`config.mk`:
```
export PLATFORM = sky130hd
export DESIGN_NAME = uart_alu_parser
export DESIGN_NICKNAME = d
export VERILOG_FILES = /design/src/rtl/uart_alu_parser.sv
export SDC_FILE = /design/constraint.sdc
export NUM_CORES = 1
export LEC_CHECK = 0
export BUFFER_PORTS_ARGS = -buffer_cell sky130_fd_sc_hd__buf_2
export CAP_MARGIN = 20
export CORE_ASPECT_RATIO = 2
export CORE_UTILIZATION = 53
export CTS_CLUSTER_DIAMETER = 100
export DETAILED_ROUTE_END_ITERATION = 8
export GPL_TIMING_DRIVEN = 0
export PLACE_DENSITY = 0.74
export SYNTH_ARGS = -nofsm -noshare
export SYNTH_HDL_FRONTEND = slang
export SYNTH_SLANG_ARGS = --single-unit
export TNS_END_PERCENT = 20
```
`constraint.sdc`:
```
create_clock -name clk_i -period 4.25 [get_ports clk_i]
set_input_delay 0.6375 -clock clk_i [delete_from_list [all_inputs] [get_ports clk_i]]
set_output_delay 0.6375 -clock clk_i [all_outputs]
set_load 0.02 [all_outputs]
```
`src/rtl/uart_alu_parser.sv`:
```
// Packet parser: 4-byte header (opcode, reserved, len lo, len hi) then payload
// packed little-endian into 32-bit words. Word valid the cycle after its 4th byte.
// Backpressure: byte input stalls (s_tready_o low) while an output word is pending.
module uart_alu_parser #(
  parameter logic [7:0] OP_ECHO = 8'hEC,
  parameter logic [7:0] OP_ADD  = 8'h01
) (
  input  logic        clk_i,
  input  logic        reset_i,
  input  logic [7:0]  s_tdata_i,
  input  logic        s_tvalid_i,
  output logic        s_tready_o,
  output logic [31:0] m_tdata_o,
  output logic [7:0]  m_opcode_o,
  output logic        m_first_o,
  output logic        m_last_o,
  output logic        m_tvalid_o,
  input  logic        m_tready_i,
  output logic        err_o
);

  typedef enum logic [2:0] {
    HDR_OP, HDR_RSV, HDR_LLO, HDR_LHI, PAYLOAD, DISCARD
  } state_t;

  state_t      state_q;
  logic [7:0]  opcode_q;
  logic [7:0]  len_lo_q;
  logic [15:0] remaining_q;
  logic [1:0]  byte_idx_q;
  logic        first_q;
  logic [23:0] word_q;
  logic [31:0] m_tdata_q;
  logic        m_tvalid_q;
  logic        m_first_q;
  logic        m_last_q;
  logic        err_q;

  logic        accept_d;
  logic [15:0] len_d;
  logic        hdr_ok_d;
  logic [15:0] rem_dec_d;

  // Handshake and header decode helpers; ready depends only on registers and reset.
  always_comb begin
    s_tready_o = ~reset_i & ~m_tvalid_q;
    accept_d   = s_tvalid_i & s_tready_o;
    len_d      = {s_tdata_i, len_lo_q};
    hdr_ok_d   = ((opcode_q == OP_ECHO) || (opcode_q == OP_ADD)) &&
                 (len_d >= 16'd8) && (len_d[1:0] == 2'b00);
    rem_dec_d  = remaining_q - 16'd1;
  end

  // Parser FSM with registered word, flag and error outputs.
  always_ff @(posedge clk_i or posedge reset_i) begin
    if (reset_i) begin
      state_q     <= HDR_OP;
      opcode_q    <= 8'h00;
      len_lo_q    <= 8'h00;
      remaining_q <= 16'h0000;
      byte_idx_q  <= 2'd0;
      first_q     <= 1'b0;
      word_q      <= 24'h000000;
      m_tdata_q   <= 32'h0;
      m_tvalid_q  <= 1'b0;
      m_first_q   <= 1'b0;
      m_last_q    <= 1'b0;
      err_q       <= 1'b0;
    end else begin
      err_q <= 1'b0;
      // Output entry frees on handshake; a new byte cannot arrive in the same cycle.
      if (m_tvalid_q && m_tready_i) begin
        m_tvalid_q <= 1'b0;
      end
      if (accept_d) begin
        case (state_q)
          HDR_OP: begin
            opcode_q <= s_tdata_i;
            state_q  <= HDR_RSV;
          end
          HDR_RSV: state_q <= HDR_LLO;
          HDR_LLO: begin
            len_lo_q <= s_tdata_i;
            state_q  <= HDR_LHI;
          end
          HDR_LHI: begin
            // Length counts the header; clamp so a short length never wraps.
            remaining_q <= (len_d < 16'd4) ? 16'h0000 : (len_d - 16'd4);
            byte_idx_q  <= 2'd0;
            if (hdr_ok_d) begin
              first_q <= 1'b1;
              state_q <= PAYLOAD;
            end else begin
              err_q   <= 1'b1;
              state_q <= (len_d > 16'd4) ? DISCARD : HDR_OP;
            end
          end
          PAYLOAD: begin
            remaining_q <= rem_dec_d;
            byte_idx_q  <= byte_idx_q + 2'd1;
            case (byte_idx_q)
              2'd0: word_q[7:0]   <= s_tdata_i;
              2'd1: word_q[15:8]  <= s_tdata_i;
              2'd2: word_q[23:16] <= s_tdata_i;
              default: begin
                m_tdata_q  <= {s_tdata_i, word_q};
                m_tvalid_q <= 1'b1;
                m_first_q  <= first_q;
                m_last_q   <= (rem_dec_d == 16'h0000);
                first_q    <= 1'b0;
                if (rem_dec_d == 16'h0000) begin
                  state_q <= HDR_OP;
                end
              end
            endcase
          end
          DISCARD: begin
            remaining_q <= rem_dec_d;
            if (rem_dec_d == 16'h0000) begin
              state_q <= HDR_OP;
            end
          end
          default: state_q <= HDR_OP;
        endcase
      end
    end
  end

  assign m_tdata_o  = m_tdata_q;
  assign m_opcode_o = opcode_q;
  assign m_first_o  = m_first_q;
  assign m_last_o   = m_last_q;
  assign m_tvalid_o = m_tvalid_q;
  assign err_o      = err_q;

endmodule

```
==> summary.md, run 1 <==
| Metric | Value |
|---|---|
| Ys Warns | `0` |
| Htree depth | `3` |
| First-pass GRT wire length | `17.4 mm` |
| Synth Area in Compound Gates | `0.0878` |
| Post-Syn Area per Cell | `11.8 um^2` |
| Sink Count | `98` |
| Max Clk Rate | `0.385 GHz` |
| Number of antenna violations at the first check in global routing | `0` |
| Seq/Total Area, Yosys | `0.531` |
| Ys async rst share | `1.00` |
| Max Cap Viol | `0` |
| Leakage power | `2.66 nW` |
| CTS clk-pin slew, worst paths | `0.07 ns` |
| Antenna cells | `0` |
| Initial core utilization | `0.553` |
| Yosys top cell area share | `0.531` |
| Area growth, synth to finish | `14.9%` |
| Worst reg2reg path depth | `7` |
| NumNets Final | `472` |
| CP endpoint | `state_q[0]` |
| Vias in the first global route | `3460` |
| Top_reg_cell synth | `dfrtp_1` |
| CTS tree | `yes` |
| Cts hold-fix bufs | `0` |
| HP Class | `input pin to async pin` |
| Total CTS buffers | `9` |
| Util after Layout | `0.635` |
| Most used standard cells in the synthesized netlist | `dfrtp_1, mux2_2, o21ai_0, nor2_1, clkbuf_1` |
| DR vias | `3306` |
| PostCTS Resize Cnt | `0` |
| I/O pin count | `57` |
| Vias/cell | `5.97` |
| Mux cell area share after synthesis | `0.185` |
| Worst setup startpoint | `remaining_q[0]` |
| Die area | `9110 um^2` |
| Xor and xnor area share after synthesis | `0.0285` |
| DR DRC count | `0` |
| Global Route met3 Usage | `0.0340` |
| Later-pin clock latency in the skew report | `0.33 ns` |
| Core footprint | `8350 um^2` |
| CP arrival | `2.79 ns` |
| Flops & latches, synth | `98` |
| Worst IR Drop VDD | `0.386 mV` |
| Post-route ant nets | `0` |
| Initial drt markers | `253` |
| Die width | `68.0 um` |
| Outcome | `completed` |
| Startpoint class of the critical path | `flop` |
| R2r startpoint | `remaining_q[0]` |
| PnR worst setup slack | `1.65 ns` |
| RSZ-0062 raised after global routing | `false` |
| Final min period | `2.60 ns` |
| Post-DP HPWL | `8.06 mm` |
| Worst path required time | `4.45 ns` |
| Clk root buf | `clkbuf_16` |
| Ranking of synthesized cells by area | `dfrtp_1, mux2_2, o21ai_0` |
| Dpl cells | `538` |
| Dominant cell type by area after synthesis | `dfrtp_1` |
| Post-synth EDFFs | `0` |
| Final setup viols | `0` |
| Critical Path Fanout Max | `5` |
| WL final | `10.7 mm` |
| All-Layer GR Usage | `0.260` |
| Syn Nets | `411` |
| CP Class | `flop to flop` |
| Crit Reg-Reg Endpoint | `state_q[0]` |
| Met1 Usage GRT | `0.283` |
| Crit end category | `flop` |
| Power Density | `399 nW/um^2` |
| Least-Margin Pin Slew | `0.840 ns` |
| Most frequent cell after synthesis | `dfrtp_1` |
| Final Hold Viols | `0` |
| GPL Wtd Cong | `0.901` |
| Count of cell types in the netlist | `47` |
| Share of post-route cells with drive strength above 1 | `0.333` |
| PortBufs | `49` |
| Gr busiest metal | `met2` |
| Largest net degree at the start of global routing | `73` |
| Flop2flop setup slack | `1.65 ns` |
| TNS Setup | `0 ns` |
| Cell row count | `47` |
| Setup fix buffers added after clock tree synthesis | `0` |
| Total power | `2.12 mW` |
| Post-synthesis cell area | `4620 um^2` |
| Grt met2 use | `0.458` |
| Gate Count Post-Synth | `390` |
| Dpl ws | `1.49 ns` |
| GRT Residual Overflow | `0` |
| Fin cells | `554` |
| Crit share post-route | `0.611` |
| Routed len/inst | `19.4 um` |
| Adder-Cell Fraction of Synth Area | `0.0244` |
| Die height | `134 um` |
| Clock Path Buffers | `2` |
| Max transition margin | `0.438` |
| DR pass1 iterations | `4` |
| Final setup skew | `0.00594 ns` |
| Main combinational cell family by area after synthesis | `multiplexers` |
| Max-slew violations | `0` |
| Post-Synth Simple-Gate Area | `0.116` |
[worst min-delay path by stage]
stage,cells past startpoint,from,slack (ns),end
5_1_grt,2,reset_i,0.34,err_o
3_5_place_dp,1,m_tdata_o[0],0.49,m_tdata_o[0]
3_3_place_gp,1,m_last_o,0.48,m_last_o
4_1_cts,2,reset_i,0.32,m_tvalid_o
2_1_floorplan,1,word_q[0],0.47,m_tdata_o[0]
6_report,2,reset_i,0.31,state_q[1]
[flip-flops by register name, summed over array words and instances (netlist names)]
register and count:
first_q 1, state_q 3, err_o 1, m_opcode_o 8, m_tvalid_o 1, m_first_o 1, byte_idx_q 2, word_q 24
m_tdata_o 32, len_lo_q 8, remaining_q 16, m_last_o 1
[cell families after synthesis]
logic type                 after synthesis
buffers and inverters                   32
adders and majority gates                9
and+or+nand+nor                         96
DFF                                     98
AOI/OAI and AO/OA                       64
muxes                                   76
xor gates and xnor gates                15
[critical path: stages (launching register included)]
cell and delay (ns):
dfrtp_1 0.40, inv_1 0.11, ha_1 0.23, or3b_2 0.55, or3_1 0.39, xnor2_1 0.17, nor4_2 0.44, o21ai_0 0.18
[layout by cell type, fill, tap and decap left out, types with 2 or more instances in the layout]
cell type and instances:
dfrtp_1 98, mux2_2 74, buf_2 53, o21ai_0 25, nor2_1 24, clkbuf_1 18, nand2_1 17, a21oi_1 14
xnor2_1 10, nor3_1 10, ha_1 9, clkbuf_16 9, inv_1 8, nand4_1 7, nor4_1 6, o211ai_1 6
xor2_1 5, nand3_1 4, nor3b_1 4, nand2b_1 3, nand3b_1 3, a21o_1 3, or4_1 3, clkinv_4 3
or3b_2 2, nor4_2 2, nand4b_1 2, nor4b_1 2, o311a_1 2, or3_1 2, nor2b_1 2, a221oi_1 2
o221ai_1 2, clkbuf_8 2
[per-layer routing]
metal | wire, um | vias up
li1 | - | 1532
met1 | 3930 | 1646
met2 | 5950 | 90
met3 | 302 | 38
met4 | 556 | 0
met5 | 0 | -
[where the power goes]
part / total [mW] / switching (mW) / internal, mW
Sequential: 1.05 / 0.0631 / 0.990
Clock: 0.780 / 0.349 / 0.431
Combinational: 0.286 / 0.179 / 0.107
[metrics by stage]
stage | cell area [um^2] | hold WS [ns]
after floorplan | 4620 | 0.475
after global placement | 4980 | 0.481
after detailed placement | 5010 | 0.488
after CTS | 5310 | 0.321
after global routing | 5310 | 0.343
final | 5310 | 0.313
[cell type report]
type | count | area (um^2)
buffer | 23 | 91.3
timing repair buffer | 50 | 273
multi-input combinational | 260 | 2040
inverter | 9 | 36.3
fill | 677 | 3040
tap | 98 | 123
clock inverter | 5 | 38.8
clock buffer | 11 | 253
sequential | 98 | 2450
Note: power is estimated with default switching activity, not from simulation.
==> run 2, diff against run 1 <==
Settings changed: ABC_AREA set to 1, PLACE_DENSITY 0.74 to 0.76.
Clock period 4.25 ns to 2.1 ns, I/O delays scaled along.
==> run 2 against run 1 <==
  * The run now ends with negative hold slack left
  * Routed wire length increased by 16%
  * Non-clock buffer count increased by 1
  * Clock skew fell by 0.0015 ns
  * Final area is 5.5% higher
  * Sequential share of layout area down 2.4 points
  * Sequential power increased to 2.7 times the previous value
  * Flip-flop and latch count unchanged
==> summary.md, run 2 <==
| Metric | Value |
|---|---|
| CP peak stage delay | `0.42 ns` |
| Largest net degree at the start of global routing | `43` |
| Final min period | `1.99 ns` |
| Vias in the first global route | `4236` |
| Least-Margin Pin Slew | `0.603 ns` |
| Cts hold-fix bufs | `0` |
| Outcome | `complete, but fails checks` |
| Met1 Usage GRT | `0.269` |
| GPL Wtd Cong | `0.856` |
| RSZ-0062 raised after global routing | `false` |
| Post-route ant nets | `0` |
| Gate Count Post-Synth | `597` |
| PostCTS Resize Cnt | `0` |
| TNS Setup | `0 ns` |
| CTS tree | `yes` |
| Count of cell types in the netlist | `35` |
| Final setup skew | `0.00443 ns` |
| Ys async rst share | `1.00` |
| Final setup viols | `0` |
| Dpl cells | `756` |
| Share of post-route cells with drive strength above 1 | `0.197` |
| Final Hold Viols | `16` |
| Max Clk Rate | `0.503 GHz` |
| First-pass GRT wire length | `20.0 mm` |
| HP Class | `input pin to async pin` |
| Multi-input combinational cell area | `2020 um^2` |
| Grt met2 use | `0.519` |
| Max-slew violations | `0` |
| DR pass1 iterations | `6` |
| Clk root buf | `clkbuf_16` |
| Most used standard cells in the synthesized netlist | `nand2_1, dfrtp_1, inv_1, o21ai_1, nor2_1` |
| All-Layer GR Usage | `0.273` |
| Fillers | `708` |
| Setup fix buffers added after clock tree synthesis | `0` |
| Leakage power | `2.83 nW` |
| Util after Layout | `0.630` |
| Cell mode on critical path | `nand2_2` |
| Core footprint | `8890 um^2` |
| Failing checks | `negative hold slack` |
| Flops & latches, synth | `98` |
| Worst path required time | `2.33 ns` |
| Die height | `137 um` |
| Later-pin clock latency in the skew report | `0.34 ns` |
| Commonest non-fill, non-tap cell in the layout | `nand2_1` |
| Antenna cells | `0` |
| Power Density | `1240 nW/um^2` |
| Sink Count | `98` |
| WL final | `12.5 mm` |
| Die area | `9530 um^2` |
| CP arrival | `2.22 ns` |
| Clock Path Buffers | `2` |
| Post-DP HPWL | `9.66 mm` |
| NumNets Final | `686` |
| DR vias | `4146` |
| Dominant cell type by area after synthesis | `dfrtp_1` |
| Number of antenna violations at the first check in global routing | `0` |
| Gr busiest metal | `met2` |
| Max reg flops | `32` |
| Max Cap Viol | `0` |
| Startpoint class of the critical path | `flop` |
| Critical Path Fanout Max | `4` |
| Vias/cell | `5.38` |
| Commonest cells after routing, fill and taps aside | `nand2_1, dfrtp_1, buf_2` |
| Ys Warns | `0` |
| Worst path cell trace | `inv_2, ha_1, xnor2_1, nand3_1, nor2_1, nand3_2, nor2_2, nand2_2, nand2_2, nand2_2, nand2_1, nand2_1` |
| CP Class | `flop to flop` |
| Crit end category | `flop` |
| Crit share post-route | `0.947` |
| FF+latch area | `2450 um^2` |
| Initial core utilization | `0.544` |
| Post-Syn Area per Cell | `8.10 um^2` |
| Hold_ws | `-0.0117 ns` |
| Die width | `69.5 um` |
| CP max-delay cell | `dfrtp_1` |
| Total CTS buffers | `9` |
| Most frequent cell after synthesis | `nand2_1` |
| Yosys top cell area share | `0.507` |
| Max transition margin | `0.594` |
| GRT Residual Overflow | `0` |
| Top_reg_cell synth | `dfrtp_1` |
| Ranking of synthesized cells by area | `dfrtp_1, nand2_1, o21ai_1` |
| I/O pin count | `57` |
| Post-synth EDFFs | `0` |
| PortBufs | `55` |
| CTS clk-pin slew, worst paths | `0.07 ns` |
| Seq/Total Area, Yosys | `0.507` |
| Worst IR Drop VDD | `0.862 mV` |
| Cell row count | `49` |
| Fin cells | `771` |
| Initial drt markers | `198` |
| Syn Nets | `618` |
| Area growth, synth to finish | `15.8%` |
| Global Route met3 Usage | `0.0331` |
| Htree depth | `3` |
| Post-synthesis cell area | `4830 um^2` |
| Routed len/inst | `16.2 um` |
| DR DRC count | `0` |
## run 2: cell count changes after synthesis, moves of 15 or more
cell	change
mux2_2	-74
nand2_1	+147
nand3_1	+15
o21ai_1	+54
o21ai_0	+17
inv_1	+51
nor2_1	+25
## run 2: layer usage
layer,share of wire,vias to the layer above
li1,-,2022
met5,0,-
met4,0.059,0
met1,0.35,1972
met2,0.56,111
met3,0.034,41
## run 2: final timing paths
| kind | from | endpoint | slack, ns | cells after the start |
|---|---|---|---|---|
| min in group clk_i | m_tready_i | m_tvalid_o | 0.16 | 2 |
| max reg2reg | remaining_q[0] | state_q[2] | 0.11 | 12 |
| max in group asynchronous | reset_i | word_q[22] | 1.56 | 3 |
| max | remaining_q[0] | state_q[2] | 0.11 | 12 |
| min reg2reg | first_q | m_first_o | 0.48 | 2 |
| min | reset_i | m_tvalid_o | -0.01 | 2 |
## run 2: final cells by class
| cell class | count | share of cell area |
|---|---|---|
| Inverter | 71 | 0.0483 |
| Timing Repair Buffer | 57 | 0.0563 |
| Sequential cell | 98 | 0.438 |
| Clock buffer | 11 | 0.0434 |
| Buffer | 17 | 0.0161 |
| Multi-Input combinational cell | 411 | 0.362 |
| Tap cell | 102 | 0.0228 |
| Clock inverter | 4 | 0.0136 |
## run 2: power by group
part | total (mW) | switching (mW) | internal (mW)
logic | 2.31 | 1.49 | 0.825
registers | 2.86 | 0.455 | 2.40
clock network | 1.78 | 0.707 | 1.07
## run 2: kinds of logic after synthesis
logic type	after synthesis	share of synthesized area
AND/OR/NAND/NOR	275	0.249
AO/OA/AOI/OAI	118	0.130
flip-flops	98	0.507
buffers and inverters	88	0.0738
XOR/XNOR	9	0.0163
adder cells (fa/ha/maj)	9	0.0233
## run 2: metrics by stage
step / worst slack, ns / power [mW] / area, um^2 / hold WS (ns)
after global routing: 0.00908 / 7.39 / 5600 / 0.0222
final: 0.110 / 6.95 / 5600 / -0.0117
after detailed placement: 0.0930 / 5.18 / 5280 / 0.358
after global placement: 0.0343 / 5.06 / 5240 / 0.464
after CTS: 0.101 / 6.95 / 5600 / 0.00127
after floorplan: 0.254 / 4.54 / 4840 / 0.411
## run 2: critical path, delay by kind of cell (launching register included)
family	cells	cell delay (ns)
XOR/XNOR	1	0.17
flip-flops	1	0.42
AND/OR/NAND/NOR	9	0.91
buffers and inverters	1	0.11
adder cells (fa/ha/maj)	1	0.27
